--- src/rtl/pattern_sequencer.sv ---
// rtl/pattern_sequencer.sv - playback stepper and write arbiter for the eight-buffer pattern store
module pattern_sequencer #(
    parameter int buffer_size  = 22,
    parameter int buffer_width = 8,
    parameter int no_bufs      = 8
) (
    input  logic                    clk,
    input  logic                    rst_n,
    input  logic                    start,
    input  logic                    stop,
    input  logic                    step,
    input  logic                    loop_en,
    input  logic [2:0]              first_buf,
    input  logic [2:0]              last_buf,
    input  logic [4:0]              field_len,
    input  logic                    wr_req,
    input  logic [2:0]              wr_buf,
    input  logic [4:0]              wr_field,
    input  logic [buffer_width-1:0] wr_data,
    output logic                    wr_ack,
    output logic                    wr_err,
    output logic [no_bufs-1:0]      buffer_select,
    output logic [2:0]              bufp,
    output logic [buffer_size-1:0]  fieldp,
    output logic [buffer_size-1:0]  fieldwp,
    output logic [buffer_width-1:0] field_in,
    output logic                    field_write,
    output logic                    field_valid,
    output logic                    busy,
    output logic                    done,
    output logic                    wrap
);
    typedef enum logic {IDLE, RUN} state_t;

    localparam logic [4:0] max_len = 5'(buffer_size);

    state_t     state, state_next;
    logic [2:0] cfg_first, cfg_last, cur_buf;
    logic [2:0] first_next, last_next, cur_buf_next, bufp_next;
    logic [4:0] cfg_len, len_next, field, field_next, len_eff;
    logic       cfg_loop, loop_next, done_next, wrap_next;
    logic       wr_accept, wr_field_ok;

    assign len_eff     = (field_len == 5'd0 || field_len > max_len) ? max_len : field_len;
    // Playback owns bufp on a step cycle unless the write targets the same buffer
    assign wr_ack      = wr_req && !(state == RUN && step && wr_buf != cur_buf);
    assign wr_accept   = wr_req && wr_ack;
    assign wr_field_ok = wr_field < max_len;

    always_comb begin
        state_next   = state;
        first_next   = cfg_first;
        last_next    = cfg_last;
        len_next     = cfg_len;
        loop_next    = cfg_loop;
        cur_buf_next = cur_buf;
        field_next   = field;
        done_next    = 1'b0;
        wrap_next    = 1'b0;
        case (state)
            IDLE: begin
                if (start) begin
                    first_next   = first_buf;
                    last_next    = last_buf;
                    len_next     = len_eff;
                    loop_next    = loop_en;
                    cur_buf_next = first_buf;
                    field_next   = 5'd0;
                    state_next   = RUN;
                end
            end
            RUN: begin
                if (stop) begin
                    state_next = IDLE;
                end else if (step) begin
                    if (field < cfg_len - 5'd1) begin
                        field_next = field + 5'd1;
                    end else begin
                        field_next = 5'd0;
                        if (cur_buf != cfg_last) begin
                            cur_buf_next = cur_buf + 3'd1;
                        end else if (cfg_loop) begin
                            cur_buf_next = cfg_first;
                            wrap_next    = 1'b1;
                        end else begin
                            state_next = IDLE;
                            done_next  = 1'b1;
                        end
                    end
                end
            end
            default: state_next = IDLE;
        endcase
        bufp_next = (wr_accept && wr_field_ok) ? wr_buf : cur_buf_next;
    end

    always_ff @(posedge clk or negedge rst_n) begin
        if (!rst_n) begin
            state         <= IDLE;
            cfg_first     <= 3'd0;
            cfg_last      <= 3'd0;
            cfg_len       <= max_len;
            cfg_loop      <= 1'b0;
            cur_buf       <= 3'd0;
            field         <= 5'd0;
            buffer_select <= no_bufs'(1);
            bufp          <= 3'd0;
            fieldp        <= buffer_size'(1);
            fieldwp       <= buffer_size'(1);
            field_in      <= '0;
            field_write   <= 1'b0;
            field_valid   <= 1'b1;
            busy          <= 1'b0;
            done          <= 1'b0;
            wrap          <= 1'b0;
            wr_err        <= 1'b0;
        end else begin
            state         <= state_next;
            cfg_first     <= first_next;
            cfg_last      <= last_next;
            cfg_len       <= len_next;
            cfg_loop      <= loop_next;
            cur_buf       <= cur_buf_next;
            field         <= field_next;
            buffer_select <= no_bufs'(1) << cur_buf_next;
            bufp          <= bufp_next;
            fieldp        <= buffer_size'(1) << field_next;
            field_valid   <= (bufp_next == cur_buf_next);
            busy          <= (state_next == RUN);
            done          <= done_next;
            wrap          <= wrap_next;
            field_write   <= wr_accept && wr_field_ok;
            wr_err        <= wr_accept && !wr_field_ok;
            if (wr_accept && wr_field_ok) begin
                fieldwp  <= buffer_size'(1) << wr_field;
                field_in <= wr_data;
            end
        end
    end
endmodule
--- config.mk ---
export PLATFORM = sky130hd
export DESIGN_NAME = pattern_sequencer
export DESIGN_NICKNAME = d
export VERILOG_FILES = /design/src/rtl/pattern_sequencer.sv
export SDC_FILE = /design/constraint.sdc
export NUM_CORES = 1
export LEC_CHECK = 0
export CORE_ASPECT_RATIO = 0.6
export CORE_MARGIN = 2
export CORE_UTILIZATION = 40
export DETAILED_ROUTE_END_ITERATION = 10
export GPL_ROUTABILITY_DRIVEN = 0
export PLACE_DENSITY = 0.74
export SLEW_MARGIN = 20
export SYNTH_ARGS = -nofsm -noshare
export SYNTH_HDL_FRONTEND = slang
export SYNTH_SLANG_ARGS = --single-unit
--- constraint.sdc ---
create_clock -name clk -period 2.5 [get_ports clk]
set_input_delay 0.5 -clock clk [delete_from_list [all_inputs] [get_ports clk]]
set_output_delay 0.5 -clock clk [all_outputs]
set_load 0.01 [all_outputs]
==> impl_results.md, run 1 <==
- Status: finished, violations left
- Violated checks: setup timing
- Fraction of layout cells with a size suffix above 1: 29.2%
- Most frequent cells in the layout: 102 x clkdlybuf4s50_1, 82 x dfrtp_1, 59 x nand2_1
- Final worst slack: -0.323 ns
- Primary FF master, synth: dfrtp_1
- Total die area: 11300 sq um
- Sink Count: 89
- Worst Max-Slew Pin Slew: 0.557 ns
- DR pass1 iterations: 5
- DRT antenna net count: 0
- Worst hold slack: 0.140 ns
- Worst path required time: 2.78 ns
- Endpoint class of the critical path: flip-flop
- Fmax: 354 MHz
- GRT Total Usage: 20.3%
- Netlist area before placement: 4170 sq um
- Core area: 9980 sq um
- Largest delay share family, worst path: simple AND/OR/NAND/NOR gates
- Final #Nets: 584
- CTS tree: done
- Placed Cells: 647
- Final Cycle Share: 113%
- RSZ-0062 raised after global routing: true
- Drt drc: 0
- Syn avg cell area: 10.7 sq um
- Worst path bufs/invs: 3
- Buffers added on ports: 103
- Register bit total from synthesis: 89
- Slew HR: 62.9%
- Most common cell after layout, fill and taps aside: clkdlybuf4s50_1
- Clock Skew: 0.00551 ns
- Htree depth: 3
- P per Cell Area: 705 nW/um^2
- Leak: 2.77 nW
- Synth Instances: 390
- Final Hold Vio Count: 0
- DRT iter0 DRCs: 241
- Mapped Nets: 431
- # Max-Cap Violations: 0
- Vias in the first global route: 3379
- Final WL: 11500 um
- Largest net degree at the start of global routing: 58
- Via density: 5.26
- Final instance area: 6430 sq um
- Clock buffer depth: 2
- Post-synth EDFFs: 0
- Worst EP arrival: 3.10 ns
- DR WL/cell: 16.8 um
- Antenna diodes: 0
- Width of the die: 136 um
- HP Class: in2async
- Critical Path Start Type: flip-flop
- Initial core utilization: 41.8%
- Io pins: 104
- Final critical-path required period: 2.82 ns
- Num CTS Buffers: 9
- Area growth syn-to-layout: 54.2%
- Clk Latency, worst-skew pair: 0.35 ns
- Die Y: 83.1 um
- Crit path max fanout: 4
- Root Driver: clkbuf_16
- First-pass GRT wire length: 17700 um
- Num rows: 28
- Worst-path cell chain: inv_2 -> ha_4 -> nor3b_4 -> xnor2_2 -> ha_4 -> a21oi_2 -> o21ai_2 -> buf_4 -> nor3b_4 -> mux2i_2 -> buf_4 -> or3_4 -> nor2_1
- Number of filler cells placed in the layout: 762
- Layout Cells excl Fill: 683
- Antenna violations before repair: 0
- Area of the multi-input gates: 2140 sq um
- DP Area: 5620 sq um
- Setup Viol. Count Final: 39
- VDD IR max: 0.452 mV
- Asr flop ratio synth: 100%
- Pre-CTS setup slack: -0.380 ns
- Clk pin slew, worst setup/hold paths: 0.06 ns
- Vias: 3593
- Synth unique cells: 66
- FF/Latch Area: 2240 sq um
- GR Overflow Total: 0
- Setup CP Type: reg2reg
- Pins Over Slew Limit: 0
- Seq/Total Area, Yosys: 53.6%
- Detailed placement HPWL: 8040 um
- Critical Path Max Stage Delay: 0.54 ns
- CTS Hold Bufs: 0
- Critical-path top delay cell: dfstp_2
- Synthesis Warnings: 0
==> kinds of logic after synthesis <==
group / count (synthesis) / synth area share (%)
buffers and inverters: 29 / 3.03
flip-flops: 89 / 53.6
AND/OR/NAND/NOR: 163 / 19.6
multiplexers: 17 / 4.44
XOR/XNOR: 14 / 2.94
adder cells (fa/ha/maj): 7 / 2.10
AO/OA/AOI/OAI: 71 / 14.2
==> final cells by class <==
cell class	count	share of cell area (%)
clock inverters	6	1.25
clock buffers	10	3.56
inverters	10	0.642
repair buffers	161	23.9
well taps	135	2.63
flip-flops and latches	89	34.8
multi-input cells	272	33.2
==> power breakdown <==
group          switching, W  leakage (nW)  internal (W)
clock network      0.000592         0.146      0.000788
logic              0.000692          1.46      0.000703
registers          0.000143          1.16       0.00161
==> worst reg2reg max path, delay by kind of cell (launching register included) <==
family / cells / cell delay [ns]
xor gates and xnor gates: 1 / 0.22
and+or+nand+nor: 4 / 0.83
buffers and inverters: 3 / 0.38
AOI/OAI and AO/OA: 2 / 0.24
muxes: 1 / 0.13
adders and majority gates: 2 / 0.41
DFF: 1 / 0.54
==> synthesized netlist by cell type (7+ instances only) <==
master	instances	area share [%]
dfrtp_1	82	49
mux2_2	12	3.2
clkbuf_1	12	1.1
a21oi_1	7	0.84
nor2_1	36	3.2
nand2b_1	10	1.5
inv_1	9	0.81
nand2_1	66	5.9
o21ai_0	7	0.84
dfstp_2	7	4.4
xnor2_1	8	1.7
ha_1	7	2.1
o31ai_1	21	3.8
==> sequential cells by signal, summed over array words and instances, names as in the netlist, 3 cells and up <==
name and count:
fieldp 22, field_in 8, cfg_last 3, fieldwp 22
buffer_select 8, field 5, cfg_len 5, cfg_first 3
bufp 3, cur_buf 3
==> what timing repair did <==
action,CTS,global route
pin swaps,18,22
setup buffers,8,13
setup endpoints to repair,38,41
resized for setup,23,49
hold endpoints to repair,0,0
==> final timing paths <==
check	from	endpoint	slack (ns)	depth (start not counted)
hold reg to reg	fieldwp[1]$_DFFE_PN0P_	fieldwp[1]$_DFFE_PN0P_	0.48	2
setup reg to reg	cfg_len[1]$_DFFE_PN1P_	fieldp[4]$_DFF_PN0_	-0.32	13
hold / removal	rst_n	fieldwp[5]$_DFFE_PN0P_	0.14	1
setup / recovery	cfg_len[1]$_DFFE_PN1P_	fieldp[4]$_DFF_PN0_	-0.32	13
min in group clk	fieldwp[1]$_DFFE_PN0P_	fieldwp[1]$_DFFE_PN0P_	0.48	2
max in group asynchronous	rst_n	cfg_len[1]$_DFFE_PN1P_	1.65	2
==> per-stage QoR <==
stage,setup TNS [ns],utilization (%),total power [W]
final,-6.85,64.4,0.00453
after global routing,-11.83,64.4,0.00474
after CTS,-6.63,61.0,0.00437
after detailed placement,-8.91,56.3,0.00291
after global placement,-6.30,56.3,0.00287
after floorplan,-1.21,-,0.00236
==> per-layer routing <==
metal / track usage [%] / share of wire (%) / vias to the layer above
li1: - / - / 1672
met1: 29.6 / 45 / 1762
met2: 29.6 / 46 / 137
met3: 4.76 / 6.6 / 22
met4: 7.10 / 1.9 / 0
met5: 0 / 0 / -
(Power assumes the default switching activity.)
==> run 2: changes to the inputs <==
--- a/config.mk
+++ b/config.mk
@@ -11,6 +11,7 @@
 export DETAILED_ROUTE_END_ITERATION = 10
 export GPL_ROUTABILITY_DRIVEN = 0
 export PLACE_DENSITY = 0.74
+export REMOVE_ABC_BUFFERS = 1
 export SLEW_MARGIN = 20
 export SYNTH_ARGS = -nofsm -noshare
 export SYNTH_HDL_FRONTEND = slang
==> run 2 against run 1 <==
  * The run still ends with setup timing left
  * First-iteration DRC count decreased by 13%
  * Non-clock buffer count unchanged
  * Register-to-register slack better by 0.05 ns
  * Maximum frequency grew 1.9%
  * Critical path type unchanged
  * Largest power group unchanged
  * Highest routed layer unchanged
==> impl_results.md, run 2 (synthesis results as in run 1) <==
- Pins Over Slew Limit: 0 (unchanged)
- Placed Cells: 651 (+0.62%)
- DRT antenna net count: 0 (unchanged)
- CTS tree: done
- Clk pin slew, worst setup/hold paths: 0.06 ns (about the same)
- Final #Nets: 584 (unchanged)
- Core area: 9980 sq um (unchanged)
- HP Class: in2async
- Status: finished, violations left
- Slew HR: 62.2% (-0.68 points)
- RR Startpoint: cfg_len[1]$_DFFE_PN1P_
- Total die area: 11300 sq um (unchanged)
- Most common cell after layout, fill and taps aside: clkdlybuf4s50_1
- Detailed placement HPWL: 7580 um (-5.8%)
- Io pins: 104 (unchanged)
- GRT Total Usage: 20.0% (-0.25 points)
- Worst reg2reg setup slack: -0.27 ns (+0.05 ns)
- # Max-Cap Violations: 0 (unchanged)
- Crit path max fanout: 4 (unchanged)
- Worst path required time: 2.77 ns (about the same)
- RR Endpoint: fieldp[1]$_DFF_PN0_
- Largest net degree at the start of global routing: 38 (-34%)
- Final worst slack: -0.270 ns (+0.0533 ns)
- Final Cycle Share: 111% (-2.1 points)
- VDD IR max: 0.464 mV (+2.7%)
- Critical Path Start Type: flip-flop
- RSZ-0062 raised after global routing: true
- Num rows: 28 (unchanged)
- Htree depth: 3 (unchanged)
- Via density: 5.08 (-3.4%)
- Reg2reg path depth: 13 (unchanged)
- Setup Viol. Count Final: 36 (-7.7%)
- Leak: 2.80 nW (+1.3%)
- Crit. Startpoint: cfg_len[1]$_DFFE_PN1P_
- Sink Count: 89 (unchanged)
- DRT iter0 DRCs: 209 (-13%)
- Antenna diodes: 0 (unchanged)
- Die Y: 83.1 um (unchanged)
- P per Cell Area: 738 nW/um^2 (+4.8%)
- Clock buffer depth: 2 (unchanged)
- DR pass1 iterations: 6 (+1)
- DR WL/cell: 15.7 um (-6.5%)
- Worst Max-Slew Pin Slew: 0.567 ns (+0.0103 ns)
- Tot Pwr: 0.00476 W (+5.0%)
- Setup CP Type: reg2reg
- Layout Cells excl Fill: 683 (unchanged)
- First-pass GRT wire length: 17800 um (+0.35%)
- Fraction of layout cells with a size suffix above 1: 28.3% (-0.91 points)
- Antenna violations before repair: 0 (unchanged)
- Clk Latency, worst-skew pair: 0.35 ns (about the same)
- Initial core utilization: 41.8% (unchanged)
- Largest regs: fieldp (22), fieldwp (22)
- Final WL: 10700 um (-6.5%)
- Vias in the first global route: 3474 (+2.8%)
- Root Driver: clkbuf_16
- GR Overflow Total: 0 (unchanged)
- Area growth syn-to-layout: 54.7%
- Width of the die: 136 um (unchanged)
- Violated checks: setup timing
- Buffers added on ports: 103 (unchanged)
- Vias: 3471 (-3.4%)
- Final critical-path required period: 2.77 ns (-0.0533 ns)
- Most frequent cells in the layout: 101 x clkdlybuf4s50_1, 82 x dfrtp_1, 58 x nand2_1
- Clock Skew: 0.00797 ns (+0.00245 ns)
- Endpoint class of the critical path: flip-flop
- Final Hold Vio Count: 0 (unchanged)
- Worst EP arrival: 3.04 ns (-0.06 ns)
- Number of filler cells placed in the layout: 774 (+1.6%)
- Fmax: 361 MHz (+1.9%)
- Drt drc: 0 (unchanged)
- Num CTS Buffers: 9 (unchanged)
## run 2: cell count changes in the layout (fill, tap and decap cells not counted), sizes merged
cell / delta
clkinv: -3
clkinvlp: -2
inv: +2
bufinv: +3
clkdlybuf4s50: -1
dlygate4sd2: +1
## run 2: worst max-delay path by stage
stage	slack (ns)	endpoint	cells past startpoint
floorplan	-0.18	field_valid$_DFF_PN1_	11
global placement	-0.26	fieldp[17]$_DFF_PN0_	11
CTS	-0.20	fieldp[1]$_DFF_PN0_	13
detailed placement	-0.35	fieldp[2]$_DFF_PN0_	12
finish	-0.27	fieldp[1]$_DFF_PN0_	13
global route	-0.36	fieldp[2]$_DFF_PN0_	13
## run 2: layout make-up
class | count | area (sq um) | share of cell area (%)
Multi-Input combinational cell | 272 | 2100 | 32.6
Sequential cell | 89 | 2240 | 34.7
Clock inverter | 6 | 138 | 2.13
Tap cell | 135 | 169 | 2.62
Timing Repair Buffer | 161 | 1530 | 23.8
Inverter | 10 | 40.0 | 0.621
Clock buffer | 10 | 229 | 3.55
## run 2: power breakdown
group          internal (W)  switching [W]  leakage (nW)  total, W
Combinational      0.000704       0.000669          1.47   0.00137
Clock               0.00108       0.000558         0.177   0.00164
Sequential          0.00161       0.000131          1.16   0.00174
Total               0.00340        0.00136          2.80   0.00476
## run 2: worst max-delay path: stages, from the launching register on
cell and delay (ns):
dfstp_2 0.53, inv_2 0.05, ha_4 0.15, nor3b_4 0.14, xnor2_1 0.12, ha_1 0.36, nand2_2 0.10, a211oi_4 0.18
buf_6 0.16, buf_4 0.13, nor3b_1 0.05, o21a_1 0.20, or3_4 0.43, nor2_1 0.10
## run 2: routing by layer
metal	track usage, %	share of wire [%]	vias up
met3	4.95	5.4	16
met4	4.17	1.1	0
li1	-	-	1678
met2	30.6	46	103
met5	0	0	-
met1	29.1	48	1674
## run 2: what timing repair did
item,4_1_cts,5_1_grt
pin swaps,30,16
hold buffers,0,0
endpoints found under the setup margin,38,41
gates resized for setup,46,28
buffers inserted,15,3
## run 2: metrics by stage
| stage | hold WS (ns) | setup slack (ns) | util (%) | instance area, sq um | setup TNS [ns] |
|---|---|---|---|---|---|
| 6_report | 0.117 | -0.270 | 64.6 | 6450 | -5.95 |
| 5_1_grt | 0.148 | -0.356 | 64.6 | 6450 | -9.98 |
| 4_1_cts | 0.132 | -0.201 | 63.2 | 6310 | -5.13 |
| 3_5_place_dp | 0.464 | -0.351 | 56.4 | 5630 | -9.05 |
| 3_3_place_gp | 0.457 | -0.265 | 56.4 | 5630 | -6.88 |
| 2_1_floorplan | 0.204 | -0.183 | - | 4080 | -2.20 |
